File: src/rtl/fetch_sequencer.sv
// Instruction fetch front end: owns the PC, captures ROM data into a one-entry slot for decode.
// Optional `PC_WRAP_TRAP_EN turns a fetch from address 8'hFF into a trapped halt instead of a wrap.
module fetch_sequencer #(
   parameter logic [7:0] RESET_PC    = 8'h00,
   parameter logic [7:0] HALT_OPCODE = 8'hFF
) (
   input  logic       clk,
   input  logic       reset,
   output logic [7:0] pc_out,
   input  logic [7:0] instr_in,
   output logic [7:0] instr_out,
   output logic [7:0] instr_pc,
   output logic       instr_valid,
   input  logic       decode_ready,
   input  logic       stall,
   input  logic       branch_taken,
   input  logic [7:0] branch_target,
   output logic       halted
`ifdef PC_WRAP_TRAP_EN
   ,
   output logic       wrap_trap
`endif
);

   typedef enum logic [1:0] {
      START = 2'd0,
      RUN   = 2'd1,
      DRAIN = 2'd2,
      HALT  = 2'd3
   } state_t;

   state_t state;
   logic   slot_free;
   logic   capture;
   logic   is_halt_op;
   logic   trap_hit;

   assign slot_free  = !instr_valid || decode_ready;
   assign capture    = (state == RUN) && !branch_taken && !stall && slot_free;
   assign is_halt_op = (instr_in == HALT_OPCODE);

`ifdef PC_WRAP_TRAP_EN
   assign trap_hit = (pc_out == 8'hFF);
`else
   assign trap_hit = 1'b0;
`endif

   always_ff @(posedge clk) begin
      if (reset) begin
         state       <= START;
         pc_out      <= RESET_PC;
         instr_out   <= 8'h00;
         instr_pc    <= 8'h00;
         instr_valid <= 1'b0;
         halted      <= 1'b0;
      end else begin
         case (state)
            START: begin
               if (branch_taken) begin
                  pc_out      <= branch_target;
                  instr_valid <= 1'b0;
               end
               state <= RUN;
            end

            RUN: begin
               if (branch_taken) begin
                  pc_out      <= branch_target;
                  instr_valid <= 1'b0;
               end else if (stall) begin
                  // a pending handshake still retires while fetch is frozen
                  if (decode_ready) instr_valid <= 1'b0;
               end else if (capture) begin
                  instr_out   <= instr_in;
                  instr_pc    <= pc_out;
                  instr_valid <= 1'b1;
                  if (is_halt_op || trap_hit) state <= DRAIN;
                  else                        pc_out <= pc_out + 8'd1;
               end
            end

            DRAIN: begin
               if (branch_taken) begin
                  pc_out      <= branch_target;
                  instr_valid <= 1'b0;
                  state       <= RUN;
               end else if (decode_ready) begin
                  instr_valid <= 1'b0;
                  halted      <= 1'b1;
                  state       <= HALT;
               end
            end

            HALT: begin
               halted      <= 1'b1;
               instr_valid <= 1'b0;
            end

            default: state <= START;
         endcase
      end
   end

`ifdef PC_WRAP_TRAP_EN
   // halt opcodes take precedence: a halt at 8'hFF is an ordinary halt, not a trap
   always_ff @(posedge clk) begin
      if (reset)                                 wrap_trap <= 1'b0;
      else if (state == DRAIN && branch_taken)   wrap_trap <= 1'b0;
      else if (capture && !is_halt_op && trap_hit) wrap_trap <= 1'b1;
   end
`endif

endmodule

File: config.mk
export PLATFORM = sky130hd
export DESIGN_NAME = fetch_sequencer
export DESIGN_NICKNAME = d
export VERILOG_FILES = /design/src/rtl/fetch_sequencer.sv
export SDC_FILE = /design/constraint.sdc
export NUM_CORES = 1
export LEC_CHECK = 0
export CORE_AREA = 2 2 75 77
export DETAILED_ROUTE_END_ITERATION = 12
export DIE_AREA = 0 0 77 79
export PLACE_DENSITY_LB_ADDON = 0.1
export SETUP_SLACK_MARGIN = 0.3
export SLEW_MARGIN = 20
export SYNTH_ARGS = -nofsm -noshare
export SYNTH_HDL_FRONTEND = slang
export SYNTH_SLANG_ARGS = --single-unit
File: constraint.sdc
create_clock -name clk -period 5.1 [get_ports clk]
set_input_delay 0.765 -clock clk [delete_from_list [all_inputs] [get_ports clk]]
set_output_delay 0.765 -clock clk [all_outputs]
set_load 0.005 [all_outputs]
==> results.yml, run 1 <==
status:
  status: "finished, final reports clean"
drt:
  drc: 0
  drtAntennaViolNets: 0
  wl_per_cell_um: 13.3
  routed_wl_um: 3740
  drtPass1Iterations: 4
  vias_per_cell: 4.78
  vias: 1339
  drtIter0Drc: 31
timing:
  setup-tns-final_ns: 0
  holdWs_ns: 0.500
  maxSlewHeadroom_pct: 36.4
  worst_pin_slew_ns: 0.954
  finClkSkew_ns: 0.00230
  finalSetupViolations: 0
  fmax_mhz: 373
  hold_viol: 0
  rsz0062_at_grt: "no"
  finalCritPeriodShare_pct: 52.6
  period_minus_slack_ns: 2.68
  maxSlewViolCount: 0
power:
  peakVddDrop_mv: 0.193
  p_int_uw: 384
  switching_power_uw: 129
  switching_share_pct: 25.1
  clkPwrFrac_pct: 34.8
  power_density_nw_per_um2: 255
  leakage_nw: 0.851
  pwr-share-comb_pct: 18.0
  seq_power_share_pct: 47.2
cells_and_area:
  drive_above_1_share_pct: 5.77
  diodes: 0
  syn_to_final_growth_pct: 39.5
  final_nets: 236
global_route:
  grt_max_degree: 29
  grt_pass1_vias: 1280
  grt_overflow: 0
  grt_antenna_before_repair: 0
  grt_usage_pct: 12.5
  grt_first_pass_wirelength_um: 6170
die:
  start_util_pct: 27.0
  fp.dieArea_um2: 6080
  fp.dieH_um: 79
  die_w_um: 77
  boundaryPins: 47
  num_rows: 27
  core_area_um2: 5340
setup_path:
  timing.rr.start: "state[1]$_SDFFE_PP0P_"
  worstPathMaxFanout: 17
  critPathMaxStageDelay_ns: 0.80
  rr_endpoint: "state[1]$_SDFFE_PP0P_"
  crit_end: "state[1]$_SDFFE_PP0P_"
  reg2reg_depth: 7
  critical_path.slowest_cell: "or3_1"
  cp-startpoint: "branch_taken"
  cp.arrival_ns: 2.90
  crit_path_cell_trace: "clkdlybuf4s50_1 -> or3_1 -> nand2b_4 -> mux2_4 -> a21oi_2"
  cp-end-kind: "register"
  critPathKind: "input pin to register"
  crit_path_start_kind: "input pin"
  cp_data_required_time_ns: 5.32
  regToRegSetupSlack_ns: 2.58
synthesis:
  yosysWarnings: 0
  synth.avg_cell_area_um2: 8.68
  syn-cell-area_um2: 1440
  syn-num-nets: 193
  synth-seq-cells: 28
  synth-seq-area-share_pct: 38.9
  netlist_instances: 166
  synth_cell_types: 36
clock_network:
  cts_root_buffer: "clkbuf_8"
  ctsResizeCount: 0
  numCtsBuffers: 3
  cts_tree: "done"
  path_clk_slew_ns: 0.10
  clkLatencyLatePin_ns: 0.28
  ctsLongestPathBuffers: 2
  htree_levels: 1
  ctsHoldBuffers: 0
  cts.sinks: 28
  post-cts-setup-buffer-count: 0
placed_design:
  io_buffers: 46
  gp_congestion: 0.818
  dpl.hpwl_um: 2660
worst_hold_path:
  hold_path.class: "register to register"
  min_from: "instr_valid$_SDFFE_PP0P_"
run:
  max_cap_viol_count: 0
## routing by layer
layer  vias up  wire length, µm  GRT usage (%)  part of all wire (%)
li1        667                -              -                     -
met1       640             1840           15.6                    49
met2        30             1730           21.8                    46
met3         2              150           3.41                   4.0
met4         0               19           2.14                  0.51
met5         -                0              0                     0
## placed cells by master (no fill, tap or decap), drive strengths merged, types with 4 or more instances in the layout
master         count
inv                4
a21oi             11
ha                 6
o21ai              9
nand2b             6
mux2i             18
nor2              25
clkdlybuf4s50     45
dfxtp             28
nand2             15
nand3              6
## critical path: cells and delay by family
family                 cells  cell delay (ns)
buffers and inverters      1             0.62
AND/OR/NAND/NOR            2             1.09
AO/OA/AOI/OAI              1             0.12
multiplexers               1             0.30
## registers in the layout, indices dropped and copies added (netlist names)
name         cells
pc_out           8
instr_valid      1
instr_pc         8
halted           1
instr_out        8
state            2
## power by group through the flow
stage                     clock network, mW  registers (mW)  logic (mW)
after CTS                             0.185           0.242      0.0933
final                                 0.179           0.242      0.0922
after detailed placement                  0           0.247      0.0925
after global routing                  0.192           0.244       0.102
after floorplan                           0           0.244      0.0491
after global placement                    0           0.247      0.0913
## logic make-up after synthesis
logic type / after synthesis / share of synthesized area, %
AND/OR/NAND/NOR: 67 / 22.8
multiplexers: 19 / 13.6
AO/OA/AOI/OAI: 34 / 15.1
flip-flops: 28 / 38.9
buffers and inverters: 12 / 4.34
adder cells (fa/ha/maj): 6 / 5.21
## cells in the mapped netlist
cell      count  area [µm²]
a211oi_1      1        7.51
a21oi_1      10        50.1
a21oi_2       1        8.76
a221oi_1      1        8.76
a22o_1        2        17.5
a22oi_2       1        12.5
a31oi_1       3        18.8
and3_1        2        12.5
buf_1         1        3.75
buf_2         2        10.0
buf_6         2        22.5
clkbuf_1      3        11.3
dfxtp_1      28         561
ha_1          6        75.1
inv_1         4        15.0
mux2_4        1        15.0
mux2i_1      18         180
nand2_1      15        56.3
nand2b_1      4        25.0
nand2b_2      1        8.76
nand2b_4      1        13.8
nand3_1       6        30.0
nand3b_1      1        7.51
nand4_1       1        6.26
nor2_1       25        93.8
nor2b_1       1        6.26
nor3_1        3        15.0
nor4_1        2        12.5
nor4b_2       1        15.0
o21ai_0       9        45.0
o21ba_2       1        10.0
o21bai_1      1        7.51
o31ai_1       3        22.5
o41ai_1       1        8.76
or3_1         3        18.8
or4_1         1        7.51
## how the worst min path moves through the flow
stage	endpoint	cells after the start	slack (ns)
final	instr_valid$_SDFFE_PP0P_	2	0.50
after floorplan	instr_valid$_SDFFE_PP0P_	2	0.47
after detailed placement	instr_valid$_SDFFE_PP0P_	2	0.48
after global routing	instr_valid$_SDFFE_PP0P_	2	0.53
after global placement	instr_pc[5]$_SDFFE_PP0P_	2	0.48
after CTS	instr_valid$_SDFFE_PP0P_	2	0.50
## through the flow
stage / util [%] / power [mW] / area (µm²) / setup WS (ns) / instances
after CTS: 37.7 / 0.521 / 2010 / 2.38 / 280
after floorplan: - / 0.293 / 1440 / 3.09 / 166
after detailed placement: 36.4 / 0.340 / 1940 / 2.07 / 276
after global placement: 36.4 / 0.338 / 1940 / 2.14 / 276
after global routing: 37.6 / 0.538 / 2010 / 2.28 / 280
final: 37.6 / 0.513 / 2010 / 2.42 / 280
## area by class of cell
class | instances | area [µm²]
clock inverter | 1 | 30.0
clock buffer | 3 | 41.3
inverter | 4 | 15.0
timing repair buffer | 46 | 455
fill | 589 | 3330
sequential | 28 | 561
tap | 72 | 90.1
multi-input combinational | 126 | 817
Power figures use the tool's default switching activity.
==> run 2, diff against run 1 <==
==> constraint.sdc (replaced) <==
create_clock -name clk -period 2.1 [get_ports clk]
set_input_delay 0.315 -clock clk [delete_from_list [all_inputs] [get_ports clk]]
set_output_delay 0.315 -clock clk [all_outputs]
set_load 0.005 [all_outputs]
==> results.yml, run 2 (same netlist as run 1, synthesis figures left out) <==
cells_and_area:
  layout_common_cells: "clkdlybuf4s50_1, dfxtp_1, nor2_1"
  drive_above_1_share_pct: 16.0
  final_common_cell: "clkdlybuf4s50_1"
  syn_to_final_growth_pct: 52.4
  top_regs: "instr_out (8), instr_pc (8), pc_out (8)"
  final_nets: 247
  num-fill-cells: 588
  diodes: 0
  final_util_pct: 41.1
setup_path:
  cp.arrival_ns: 2.03
  worstPathMaxFanout: 6
  crit_path_start_kind: "register"
  critPathKind: "register to register"
  regToRegSetupSlack_ns: 0.29
  cp-end-kind: "register"
  timing.rr.start: "state[1]$_SDFFE_PP0P_"
  reg2reg_depth: 7
  cp_data_required_time_ns: 2.31
  rr_endpoint: "pc_out[0]$_SDFFE_PP0P_"
drt:
  drc: 0
  drtAntennaViolNets: 0
  drtIter0Drc: 27
  drtPass1Iterations: 4
  vias_per_cell: 4.73
  routed_wl_um: 3900
  wl_per_cell_um: 13.4
  vias: 1377
die:
  fp.dieArea_um2: 6080
  core_area_um2: 5340
  num_rows: 27
  start_util_pct: 27.0
  boundaryPins: 47
  fp.dieH_um: 79
  die_w_um: 77
clock_network:
  ctsLongestPathBuffers: 2
  ctsHoldBuffers: 0
  numCtsBuffers: 3
  path_clk_slew_ns: 0.11
  cts_tree: "done"
  cts_root_buffer: "clkbuf_8"
  cts.sinks: 28
  htree_levels: 1
  clkLatencyLatePin_ns: 0.28
timing:
  rsz0062_at_grt: "yes"
  hold_viol: 0
  finClkSkew_ns: 0.0125
  maxSlewViolCount: 0
  holdWs_ns: 0.499
  worst_pin_slew_ns: 0.339
  period_minus_slack_ns: 1.81
  finalCritPeriodShare_pct: 86.3
  maxSlewHeadroom_pct: 77.4
  finalSetupViolations: 0
  fmax_mhz: 552
power:
  power_density_nw_per_um2: 587
  leakage_nw: 0.926
  peakVddDrop_mv: 0.367
global_route:
  grt_usage_pct: 12.8
  grt_antenna_before_repair: 0
  grt_max_degree: 29
  grt_overflow: 0
  grt_pass1_vias: 1296
  grt_first_pass_wirelength_um: 6300
worst_hold_path:
  min_from: "instr_valid$_SDFFE_PP0P_"
  hold_path_depth: 2
  hold-path-endpoint: "instr_valid$_SDFFE_PP0P_"
  hold_path.class: "register to register"
placed_design:
  io_buffers: 46
  gp_congestion: 0.857
  dpl.hpwl_um: 2750
status:
  status: "finished, final reports clean"
run:
  max_cap_viol_count: 0
-- run 2: changes by cell type in the layout (fill, tap and decap cells not counted), sizes merged --
cell / previous run / this run
buf: 1 / 11
dlymetal6s2s: 0 / 1
-- run 2: worst max path at each step --
stage	slack, ns	start	cells after the start	to
5_1_grt	0.21	state[1]$_SDFFE_PP0P_	7	pc_out[0]$_SDFFE_PP0P_
2_1_floorplan	0.29	state[1]$_SDFFE_PP0P_	9	state[1]$_SDFFE_PP0P_
6_report	0.29	state[1]$_SDFFE_PP0P_	7	pc_out[0]$_SDFFE_PP0P_
4_1_cts	0.28	state[1]$_SDFFE_PP0P_	7	state[1]$_SDFFE_PP0P_
3_3_place_gp	0.05	branch_taken	6	pc_out[0]$_SDFFE_PP0P_
3_5_place_dp	-0.04	branch_taken	6	pc_out[0]$_SDFFE_PP0P_
-- run 2: critical path, cell delays in order (launching register included) --
cell	delay, ns
dfxtp_4	0.40
inv_2	0.07
ha_4	0.19
nor3_2	0.19
o21bai_1	0.14
a22o_4	0.26
or3_1	0.30
a31oi_1	0.18
-- run 2: timing repair --
action	in CTS	in global routing
pin swaps	3	4
gates resized for setup	7	14
setup endpoints to repair	6	23
buffers inserted	1	2
cloned	0	0
-- run 2: cell type report --
class	count	area, µm²	share of cell area, %
multi-input combinational	126	895	40.8
sequential	28	568	25.9
timing repair buffer	57	553	25.2
tap	72	90.1	4.10
clock buffer	3	41.3	1.88
clock inverter	1	30.0	1.37
inverter	4	17.5	0.798
-- run 2: stage by stage --
| step | instances | TNS (ns) | total power, mW | setup slack [ns] | instance area (µm²) |
|---|---|---|---|---|---|
| 2_1_floorplan | 166 | 0 | 0.713 | 0.295 | 1450 |
| 3_3_place_gp | 284 | 0 | 0.832 | 0.0473 | 2010 |
| 3_5_place_dp | 284 | -0.0396 | 0.835 | -0.0396 | 2010 |
| 4_1_cts | 289 | 0 | 1.28 | 0.275 | 2110 |
| 5_1_grt | 291 | 0 | 1.36 | 0.206 | 2190 |
| 6_report | 291 | 0 | 1.29 | 0.288 | 2190 |
-- run 2: metal layers --
metal  up-vias  part of all wire, %  track usage (%)
li1        692                    -                -
met1       645                   44             15.9
met2        36                   49             22.3
met3         4                  5.5             3.64
met4         0                 0.74             2.68
met5         -                    0                0
-- run 2: power breakdown --
group | switching, mW | internal (mW)
sequential | 0.0341 | 0.554
combinational | 0.113 | 0.150
clock | 0.181 | 0.255
==> run 3, diff against run 2 <==
--- a/config.mk
+++ b/config.mk
@@ -5,9 +5,10 @@
 export SDC_FILE = /design/constraint.sdc
 export NUM_CORES = 1
 export LEC_CHECK = 0
-export CORE_AREA = 2 2 75 77
+export CORE_AREA = 2 2 63 65
+export CTS_CLUSTER_DIAMETER = 100
 export DETAILED_ROUTE_END_ITERATION = 12
-export DIE_AREA = 0 0 77 79
+export DIE_AREA = 0 0 65 67
 export PLACE_DENSITY_LB_ADDON = 0.1
 export SETUP_SLACK_MARGIN = 0.3
 export SLEW_MARGIN = 20
==> results.yml, run 3 (same netlist as run 1, synthesis figures left out) <==
global_route:
  grt_max_degree: 29
  grt_usage_pct: 17.0
  grt_pass1_vias: 1285
  grt_antenna_before_repair: 0
  grt_overflow: 0
  grt_first_pass_wirelength_um: 5910
drt:
  drtPass1Iterations: 4
  vias: 1447
  drc: 0
  wl_per_cell_um: 14.0
  routed_wl_um: 3850
  drtIter0Drc: 64
  drtAntennaViolNets: 0
  vias_per_cell: 5.26
clock_network:
  numCtsBuffers: 3
  cts_tree: "done"
  cts_root_buffer: "clkbuf_8"
  cts.sinks: 28
  path_clk_slew_ns: 0.10
  htree_levels: 1
  ctsLongestPathBuffers: 2
  clkLatencyLatePin_ns: 0.27
  ctsHoldBuffers: 0
die:
  start_util_pct: 39.9
  core_area_um2: 3610
  boundaryPins: 47
  die_w_um: 65
  num_rows: 22
  fp.dieH_um: 67
  fp.dieArea_um2: 4360
setup_path:
  reg2reg_depth: 7
  timing.rr.start: "state[0]$_SDFFE_PP0P_"
  crit_path_start_kind: "register"
  worst-path-buf-inv: 1
  cp-startpoint: "state[0]$_SDFFE_PP0P_"
  worstPathMaxFanout: 6
  regToRegSetupSlack_ns: 0.24
  cp-end-kind: "register"
  cp.arrival_ns: 2.05
  cp_data_required_time_ns: 2.30
  rr_endpoint: "pc_out[0]$_SDFFE_PP0P_"
  cpLargestDelayFamily: "simple AND/OR/NAND/NOR gates"
  critPathMaxStageDelay_ns: 0.42
  critPathKind: "register to register"
  critical_path.slowest_cell: "dfxtp_4"
  crit_path_cell_trace: "inv_4 -> ha_4 -> nor4_4 -> nand2b_1 -> a22o_4 -> or3_1 -> a31oi_1"
placed_design:
  gp_congestion: 0.849
  place_area_um2: 1960
  dp.cells: 258
  io_buffers: 46
  dpl.hpwl_um: 2580
  dp_slack_ns: 0.0148
cells_and_area:
  layout_common_cells: "clkdlybuf4s50_1, dfxtp_1, nor2_1"
  final_common_cell: "clkdlybuf4s50_1"
  final_util_pct: 63.8
  final_area_um2: 2300
  syn_to_final_growth_pct: 59.8
  drive_above_1_share_pct: 22.9
  top_regs: "instr_out (8), instr_pc (8), pc_out (8)"
  instances_no_fill: 275
  final_nets: 255
  diodes: 0
  num-fill-cells: 305
timing:
  rsz0062_at_grt: "yes"
  worst_pin_slew_ns: 0.389
  maxSlewViolCount: 0
  maxSlewHeadroom_pct: 74.0
  holdWs_ns: 0.316
  hold_viol: 0
  worst_slack_ns: 0.245
  setup-tns-final_ns: 0
  fmax_mhz: 539
  finalSetupViolations: 0
  finClkSkew_ns: 0.00202
  finalCritPeriodShare_pct: 88.4
  period_minus_slack_ns: 1.86
worst_hold_path:
  hold-path-endpoint: "instr_out[4]$_SDFFE_PP0P_"
  hold_path.class: "input pin to register"
  min_from: "instr_in[4]"
  hold_path_depth: 3
status:
  status: "finished, final reports clean"
power:
  leakage_nw: 1.03
  peakVddDrop_mv: 0.275
  power_density_nw_per_um2: 570
  fin_total_pwr_mw: 1.31
run:
  max_cap_viol_count: 0
[run 3: cell count changes in the layout (fill, tap and decap cells not counted), moves of 2 or more]
cell	change
clkdlybuf4s50_1	-5
o21ai_1	+4
dlymetal6s2s_1	+5
o31ai_1	-2
buf_4	+9
o21ai_0	-4
o31ai_2	+2
[run 3: per-layer routing]
layer	vias up	global-route usage (%)	part of all wire [%]
met5	-	0	0
met2	44	32.3	52
met3	8	1.69	3.7
met4	0	5.85	2.1
li1	708	-	-
met1	687	19.8	43
[run 3: worst reg2reg max path, delay by kind of cell, from the launching register on]
kind | cells | cell delay, ns
AND/OR/NAND/NOR | 3 | 0.67
AO/OA/AOI/OAI | 2 | 0.44
flip-flops | 1 | 0.42
adder cells (fa/ha/maj) | 1 | 0.19
buffers and inverters | 1 | 0.06
[run 3: how the worst max path moves through the flow]
stage / slack (ns) / end / cells after the start
6_report: 0.24 / pc_out[0]$_SDFFE_PP0P_ / 7
5_1_grt: 0.19 / pc_out[0]$_SDFFE_PP0P_ / 7
4_1_cts: 0.32 / state[1]$_SDFFE_PP0P_ / 7
3_5_place_dp: 0.01 / pc_out[0]$_SDFFE_PP0P_ / 6
3_3_place_gp: 0.08 / pc_out[0]$_SDFFE_PP0P_ / 6
2_1_floorplan: 0.29 / state[1]$_SDFFE_PP0P_ / 9
[run 3: repair_timing]
item	in CTS	in global routing
buffers inserted	6	7
endpoints found under the setup margin	9	17
gates resized for setup	13	29
pin swaps	5	13
[run 3: layout make-up]
class	instances	area, µm²	share of cell area, %
clock buffers	3	41.3	1.79
clock inverters	1	30.0	1.31
inverters	4	20.0	0.870
multi-input cells	126	960	41.7
flip-flops and latches	28	568	24.7
well taps	48	60.1	2.61
repair buffers	65	622	27.0
[run 3: power by group]
group	switching, mW	total (mW)	internal (mW)
combinational	0.126	0.299	0.172
clock	0.169	0.424	0.255
sequential	0.0355	0.590	0.554
